<file path="config.mk">
export PLATFORM = sky130hd
export DESIGN_NAME = mem_stage
export DESIGN_NICKNAME = d
export VERILOG_FILES = /design/src/rtl/mem_stage.sv
export SDC_FILE = /design/constraint.sdc
export NUM_CORES = 1
export LEC_CHECK = 0
export ABC_AREA = 0
export CORE_AREA = 2 2 87 89
export CTS_CLUSTER_SIZE = 30
export DETAILED_ROUTE_END_ITERATION = 10
export DIE_AREA = 0 0 89 91
export PLACE_DENSITY = 0.82
export SETUP_SLACK_MARGIN = 0.15
export SLEW_MARGIN = 20
export SYNTH_ARGS = -nofsm -noshare
export SYNTH_HDL_FRONTEND = slang
export SYNTH_SLANG_ARGS = --single-unit
</file>
<file path="constraint.sdc">
create_clock -name clk -period 3.3 [get_ports clk]
set_clock_uncertainty 0.15 [all_clocks]
set_input_delay 0.66 -clock clk [delete_from_list [all_inputs] [get_ports clk]]
set_output_delay 0.66 -clock clk [all_outputs]
set_load 0.05 [all_outputs]
</file>
<file path="src/rtl/mem_stage.sv">
// Memory-access stage: turns ALU results into data-memory requests or direct writebacks.
// Optional DMA bus arbitration (BR/BG ports, GRANT state) is enabled by defining DMA_ARB_EN.
module mem_stage #(
    parameter int WORD_SIZE = 16
) (
    input  logic                 clk,
    input  logic                 Reset_N,
    input  logic                 in_valid,
    input  logic [3:0]           Opcode,
    input  logic [WORD_SIZE-1:0] ALUresult,
    input  logic [WORD_SIZE-1:0] store_data,
    input  logic                 in_wen,
    input  logic [1:0]           in_dest,
    output logic                 stall,
    output logic                 d_readM,
    output logic                 d_writeM,
    output logic [WORD_SIZE-1:0] d_address,
    output logic [WORD_SIZE-1:0] d_wdata,
    input  logic [WORD_SIZE-1:0] d_rdata,
    input  logic                 d_ack,
    output logic                 wb_valid,
    output logic [1:0]           wb_dest,
    output logic [WORD_SIZE-1:0] wb_data
`ifdef DMA_ARB_EN
    ,
    input  logic                 BR,
    output logic                 BG
`endif
);

    localparam logic [3:0] OP_LWD = 4'd7;
    localparam logic [3:0] OP_SWD = 4'd8;
    localparam logic [3:0] OP_BR_LIMIT = 4'd4;  // opcodes 0..3 are conditional branches

`ifdef DMA_ARB_EN
    typedef enum logic [1:0] {IDLE, READ_WAIT, WRITE_WAIT, GRANT} state_t;
`else
    typedef enum logic [1:0] {IDLE, READ_WAIT, WRITE_WAIT} state_t;
`endif

    state_t                 state_r, state_nxt_s;
    logic                   accept_s;
    logic                   is_branch_s;
    logic                   rd_req_r, wr_req_r;
    logic [WORD_SIZE-1:0]   addr_r, wdata_r, wb_data_r;
    logic [1:0]             dest_r, wb_dest_r;
    logic                   wb_valid_r;
`ifdef DMA_ARB_EN
    logic                   bg_r;
`endif

    // Upstream hold: any outstanding access, or a DMA request that wins over in_valid.
    always_comb begin
`ifdef DMA_ARB_EN
        stall = (state_r != IDLE) || BR;
`else
        stall = (state_r != IDLE);
`endif
    end

    assign accept_s    = in_valid && !stall;
    assign is_branch_s = (Opcode < OP_BR_LIMIT);

    // Next-state decode for the memory handshake and optional bus grant.
    always_comb begin
        state_nxt_s = state_r;
        case (state_r)
            IDLE: begin
`ifdef DMA_ARB_EN
                if (BR) begin
                    state_nxt_s = GRANT;
                end else
`endif
                if (accept_s && (Opcode == OP_LWD)) begin
                    state_nxt_s = READ_WAIT;
                end else if (accept_s && (Opcode == OP_SWD)) begin
                    state_nxt_s = WRITE_WAIT;
                end else begin
                    state_nxt_s = IDLE;
                end
            end
            READ_WAIT: begin
                if (d_ack) state_nxt_s = IDLE;
                else       state_nxt_s = READ_WAIT;
            end
            WRITE_WAIT: begin
                if (d_ack) state_nxt_s = IDLE;
                else       state_nxt_s = WRITE_WAIT;
            end
`ifdef DMA_ARB_EN
            GRANT: begin
                if (!BR) state_nxt_s = IDLE;
                else     state_nxt_s = GRANT;
            end
`endif
            default: state_nxt_s = IDLE;
        endcase
    end

    // State register and request strobes, registered from the next state.
    always_ff @(posedge clk or negedge Reset_N) begin
        if (!Reset_N) begin
            state_r  <= IDLE;
            rd_req_r <= 1'b0;
            wr_req_r <= 1'b0;
`ifdef DMA_ARB_EN
            bg_r     <= 1'b0;
`endif
        end else begin
            state_r  <= state_nxt_s;
            rd_req_r <= (state_nxt_s == READ_WAIT);
            wr_req_r <= (state_nxt_s == WRITE_WAIT);
`ifdef DMA_ARB_EN
            bg_r     <= (state_nxt_s == GRANT);
`endif
        end
    end

    // Address/data latches and writeback pulse; bus fields clear when the access ends.
    always_ff @(posedge clk or negedge Reset_N) begin
        if (!Reset_N) begin
            addr_r     <= {WORD_SIZE{1'b0}};
            wdata_r    <= {WORD_SIZE{1'b0}};
            dest_r     <= 2'd0;
            wb_valid_r <= 1'b0;
            wb_data_r  <= {WORD_SIZE{1'b0}};
            wb_dest_r  <= 2'd0;
        end else begin
            wb_valid_r <= 1'b0;
            case (state_r)
                IDLE: begin
                    if (state_nxt_s == READ_WAIT) begin
                        addr_r <= ALUresult;
                        dest_r <= in_dest;
                    end else if (state_nxt_s == WRITE_WAIT) begin
                        addr_r  <= ALUresult;
                        wdata_r <= store_data;
                    end else if (accept_s && in_wen && !is_branch_s) begin
                        wb_valid_r <= 1'b1;
                        wb_data_r  <= ALUresult;
                        wb_dest_r  <= in_dest;
                    end
                end
                READ_WAIT: begin
                    if (d_ack) begin
                        wb_valid_r <= 1'b1;
                        wb_data_r  <= d_rdata;
                        wb_dest_r  <= dest_r;
                        addr_r     <= {WORD_SIZE{1'b0}};
                    end
                end
                WRITE_WAIT: begin
                    if (d_ack) begin
                        addr_r  <= {WORD_SIZE{1'b0}};
                        wdata_r <= {WORD_SIZE{1'b0}};
                    end
                end
                default: begin
                    addr_r  <= {WORD_SIZE{1'b0}};
                    wdata_r <= {WORD_SIZE{1'b0}};
                end
            endcase
        end
    end

    assign d_readM   = rd_req_r;
    assign d_writeM  = wr_req_r;
    assign d_address = addr_r;
    assign d_wdata   = wdata_r;
    assign wb_valid  = wb_valid_r;
    assign wb_data   = wb_data_r;
    assign wb_dest   = wb_dest_r;
`ifdef DMA_ARB_EN
    assign BG        = bg_r;
`endif

endmodule
</file>
======== Word level (Yosys, flattened, before mapping) ========
Cells that the tools add are included.
cells by class
  multipliers ............................. 0
  bitwise gates (word level) .............. 1
  eq/ne operators ......................... 14
  add/subtract/negate cells ............... 0
  reduce and logical (&&, ||, !) cells .... 15
  mux-type cells .......................... 27
  shift operators ......................... 0
  div/mod/pow operators ................... 0
  magnitude comparators ................... 1
operators with widths
  operator                                                     count
  two-way mux 16 bit                                           9
  case mux 16 bit (2 select lines)                             2
  case mux 16 bit (3 select lines)                             1
  two-way mux 2 bit                                            7
  inequality test 2 bit (second input constant)                6
  case mux 2 bit (3 select lines)                              1
  logical AND 1 bit                                            5
  two-way mux 1 bit                                            5
  AND reduction 5 bit                                          1
  == test 2 x 1 -> 1 bit (second input constant)               2
  == test 2 bit (second input constant)                        2
  == test 4 x 3 -> 1 bit (second input constant)               1
  == test 4 bit (second input constant)                        1
  less-than comparator 4 x 3 -> 1 bit (second input constant)  1
  case mux 2 bit (2 select lines)                              1
  AND reduction 2 bit                                          2
  AND reduction 4 bit                                          1
  nonzero test 2 bit                                           2
  inequality test 3 bit (second input constant)                1
  logical NOT 1 bit                                            2
  logical NOT 2 bit                                            1
  inequality test 2 x 1 -> 1 bit (second input constant)       1
  case mux 1 bit (2 select lines)                              1
  OR reduction 2 bit                                           1
  inverter 1 bit                                               1
word-level totals
  memories ................................ 0
  logic and storage cells ................. 67
  output and inout bits ................... 54
  input port bits ......................... 59
  bits in writable memories ............... 0
  bits in latches ......................... 0
  register bits after elaboration ......... 57
  ROM bits ................................ 0

======== Logic depth before layout (Yosys ltp) ========
  word-level depth ........................ 11
  depth in mapped cells ................... 12
  mapped depth without buffers ............ 9

======== Worst setup path after synthesis ========
OpenSTA, ideal clock, no wires.
  kind .................................... reg-to-reg
  from .................................... register state_r[0]
  to ...................................... register wb_data_r[10], in the netlist wb_data[10]
  setup time .............................. 0.125 ns
  slack ................................... 0.500 ns
  arrival time ............................ 2.525 ns
  clock period less this slack ............ 2.800 ns
  stages on the path, launching flop included .. 13
  required time ........................... 3.025 ns
  path buffers ............................ 3
  cell sequence ........................... dfrtp_1 > inv_1 > ha_1 > buf_2 > and4b_1 > nand3_1 > a21o_1 > ha_1 > o21ai_0 > o2111a_1 > buf_6 > buf_12 > mux2_4
between the ends
  cells in the longest elaborated chain, start to end .. 10
  elaborated cells between the ends (all ways) .. 22
  those cells by class .................... eq/ne (8); mux (4); reduce/logical (10)
ends and longest elaborated chain
  element                                                  RTL line  RTL
  start: declaration                                       41        state_t state_r, state_nxt_s;
  start signal: assignment                                 110       state_r <= state_nxt_s;
  nonzero test 2 bit                                       57        stall = (state_r != IDLE);
  logical NOT 1 bit                                        61        assign accept_s = in_valid && !stall;
  logical AND 1 bit                                        61
  logical AND 1 bit                                        76        end else if (accept_s && (Opcode == OP_SWD)) begin
  two-way mux 2 bit                                        76
  two-way mux 2 bit                                        74        if (accept_s && (Opcode == OP_LWD)) begin
  case mux 2 bit (3 select lines)                          67        case (state_r)
  == test 2 bit or == test 2 x 1 -> 1 bit (tied branches)  135, 132
  inequality test 2 bit (no source line)                   -
  AND reduction 5 bit (no source line)                     -
  end signal: assignment                                   126       wb_data_r <= {WORD_SIZE{1'b0}};
  end signal: assignment                                   140       wb_data_r <= ALUresult;
  end signal: assignment                                   147       wb_data_r <= d_rdata;
  end: declaration                                         45        logic [WORD_SIZE-1:0] addr_r, wdata_r, wb_data_r;
Parallel ways exist; a longest one is shown, timed or not.
A chain may end at the register's enable or synchronous reset.

======== Final worst setup path ========
  from .................................... input port Opcode[3]
  to ...................................... register wb_dest_r[0], in the netlist wb_dest[0]
between the ends
  cells in the longest elaborated chain, start to end .. 8
  elaborated cells between the ends (all ways) .. 16
  those cells by class .................... order compare (1); eq/ne (7); mux (3); reduce/logical (5)
ends and longest elaborated chain
  element                                                  RTL line  RTL
  start: declaration                                       9         input logic [3:0] Opcode,
  == test 4 bit                                            76
  logical AND 1 bit                                        76
  two-way mux 2 bit                                        76
  two-way mux 2 bit                                        74
  case mux 2 bit (3 select lines)                          67
  == test 2 bit or == test 2 x 1 -> 1 bit (tied branches)  135, 132
  inequality test 2 bit (no source line)                   -
  AND reduction 5 bit (no source line) (*)                 -
  end signal: assignment                                   141       wb_dest_r <= in_dest;
  end signal: assignment                                   148       wb_dest_r <= dest_r;
  end: declaration                                         46        logic [1:0] dest_r, wb_dest_r;
Mark *: on every way between the ends. The rest lies on a longest branch, timed or not.

==> flow_metrics.tcl <==
set metrics [dict create \
    outcome "completed" \
    cts_resized 0 \
    syn_to_final_growth_pct 50.5 \
    drive_gt1_share_pct 18.3 \
    slew-limit-headroom_pct 43.3 \
    yosys_most_used_dff "dfrtp_1" \
    nFillCells 649 \
    yosys.area_share.simple_pct 6.71 \
    timing.hold.ws_ps 282 \
    setup_violations 0 \
    dr.pass1.iters 4 \
    post-synth-top-area-cell "dfrtp_1" \
    yosysSeqAreaShare_pct 51.3 \
    setup_ws_ps 341 \
    hold_violations 0 \
    die_w_microns 89 \
    cts-root-buf "clkbuf_8" \
    drc 0 \
    synth_xor_xnor_area_share_pct 0 \
    viasPerCell 4.58 \
    grt_max_degree 38 \
    slew_viol_final 0 \
    p_total_uw 3370 \
    syn_area_per_cell_sq_um 12.0 \
    yosys-top-cells-count "57 x dfrtp_1, 35 x inv_1, 33 x nand2_1" \
    dieHeight_microns 91 \
    reg2reg_depth 10 \
    cts_max_path_buffers 2 \
    min_path_type "input port to async pin" \
    antenna_found_initial 0 \
    synth-compound-area-share_pct 3.47 \
    dpl-instance-area_sq_um 4030 \
    post-cts-setup-buffers 0 \
    fin_crit_ps 2960 \
    endpoint_kind "flop" \
    clkTransAtPathRegs_ps 70 \
    yosysWarnings 0 \
    final-instance-count-excl-fill 454 \
    worstSetupStartpointType "input port" \
    synth.distinct_cells 31 \
    required_ps 3360 \
    path_max_fanout 18 \
    synth-async-reset-ratio_pct 100 \
    syn-cell-area_sq_um 2780 \
    cts_sinks 57 \
    cp_data_arrival_time_ps 3020 \
    synth_fa_ha_area_share_pct 2.70 \
    core-area_sq_um 7140 \
    die-area_sq_um 8100 \
    synth_mux_area_share_pct 28.3 \
    grt_pass1_vias 2155 \
    cts_tree "built" \
    insertion_delay_ps 320 \
    gp_congestion 0.743 \
    p_leak_uw 0.00192 \
    powerDensity_nw_per_um2 805 \
    numCtsBuffers 9 \
    dp_slack_ps -0.662 \
    ir_drop_mv 0.432 \
    via_count 2078 \
    routed_wl_microns 6740 \
    start_util_pct 39.0 \
    dp.final_hpwl_microns 4900 \
    maxCapViolations 0 \
    io_pins 113 \
    final_cell_area_sq_um 4180 \
    routedWlPerCell_microns 14.9 \
    yosysTopAreaCellShare_pct 51.3 \
    worstReg2RegStart "state_r[0]" \
    syn_nets 296 \
    ant_nets 0 \
    synth_cells 231 \
    grt_pass1_wl_microns 10500 \
    drt_iter0_markers 32 \
    rows 31 \
    ys_ff_latch 57 \
    cts-htree-levels 3 \
    io_buffer_count 112 \
    synth_top_family_by_area "multiplexers" \
    cts_hold_buffers 0 \
    synthTopCellsByArea "dfrtp_1 51%, mux2i_1 12%, mux2_2 11%, mux2_4 5.4%, inv_1 4.7%" \
    n_antenna_cell 0 \
    crit_type "input port to flop" \
    placedCellCount 440 \
    rsz0062_at_grt "false" \
    cp-startpoint "Opcode[3]" \
    synth_edf_count 0 \
    fmax_ghz 0.338 \
    layout.nets 417 \
    tightest_slew_ps 851 \
    period_share_pct 89.7 \
    grt_usage_pct 17.2 \
    synth_most_common_cell "dfrtp_1" \
    grt_overflow 0 \
]
[layout make-up]
class / instances / area (sq um) / area share (%)
inverter: 36 / 135 / 3.23
multi-input combinational: 128 / 1150 / 27.4
tap: 99 / 124 / 2.96
timing repair buffer: 120 / 1200 / 28.7
sequential: 57 / 1430 / 34.1
clock buffer: 10 / 128 / 3.05
clock inverter: 4 / 22.5 / 0.538
[where the power goes]
part / leakage [uW] / total [uW] / switching, uW / internal (uW)
clock network: 0.0000778 / 526 / 267 / 260
logic: 0.00116 / 1770 / 1120 / 652
registers: 0.000688 / 1070 / 132 / 935
total: 0.00192 / 3370 / 1520 / 1850
[worst max-delay path, cell delays in order]
cell and delay, ps:
clkdlybuf4s50_1 490, nor4b_1 250, a31oi_1 140, or2_2 290, ha_1 230, o21ai_0 170, o2111a_1 250, buf_12 190
mux2_2 350
[metrics by stage]
stage / util (%) / TNS (ps)
after detailed placement: 56.5 / -0.662
after global placement: 56.5 / 0
after CTS: 58.6 / 0
final: 58.6 / 0
after floorplan: - / 0
after global routing: 58.6 / 0
[cells by family (layout without fill, tap and decap cells)]
| logic type | Yosys count | count (layout) |
|---|---|---|
| buffers and inverters | 46 | 170 |
| adder cells (fa/ha/maj) | 6 | 6 |
| multiplexers | 70 | 70 |
| AO/OA/AOI/OAI | 9 | 9 |
| flip-flops | 57 | 57 |
| AND/OR/NAND/NOR | 43 | 43 |
[state kept, by name, summed over array words and instances (netlist names)]
register   cells
d_address     16
d_wdata       16
wb_data       16
dest_r         2
state_r        2
wb_dest        2
d_readM        1
d_writeM       1
wb_valid       1
[placed cells by master (no fill, tap or decap), drive strengths merged, types with 2 or more instances in the layout]
cell type | synthesis | layout
clkinv | 0 | 3
nand2 | 33 | 33
or2 | 2 | 2
mux2i | 32 | 32
dfrtp | 57 | 57
mux2 | 38 | 38
buf | 8 | 9
nor2 | 2 | 2
nand2b | 2 | 2
inv | 36 | 36
clkbuf | 2 | 10
ha | 6 | 6
clkdlybuf4s50 | 0 | 111
[path summary, 6_finish.rpt]
path / to / slack, ps
setup / recovery: wb_dest[0] / 340
hold / removal: d_wdata[11] / 280
setup reg to reg: wb_dest[0] / 580
hold reg to reg: wb_data[13] / 360
max in group asynchronous: wb_dest[1] / 2030
min in group clk: wb_data[13] / 360
[metal layers]
metal | track usage (%) | vias up | part of all wire, %
li1 | - | 992 | -
met1 | 20.1 | 1011 | 40
met2 | 29.2 | 68 | 52
met3 | 5.73 | 7 | 6.5
met4 | 5.60 | 0 | 1.0
met5 | 0 | - | 0
No activity file was read; power rests on OpenSTA's default activity.
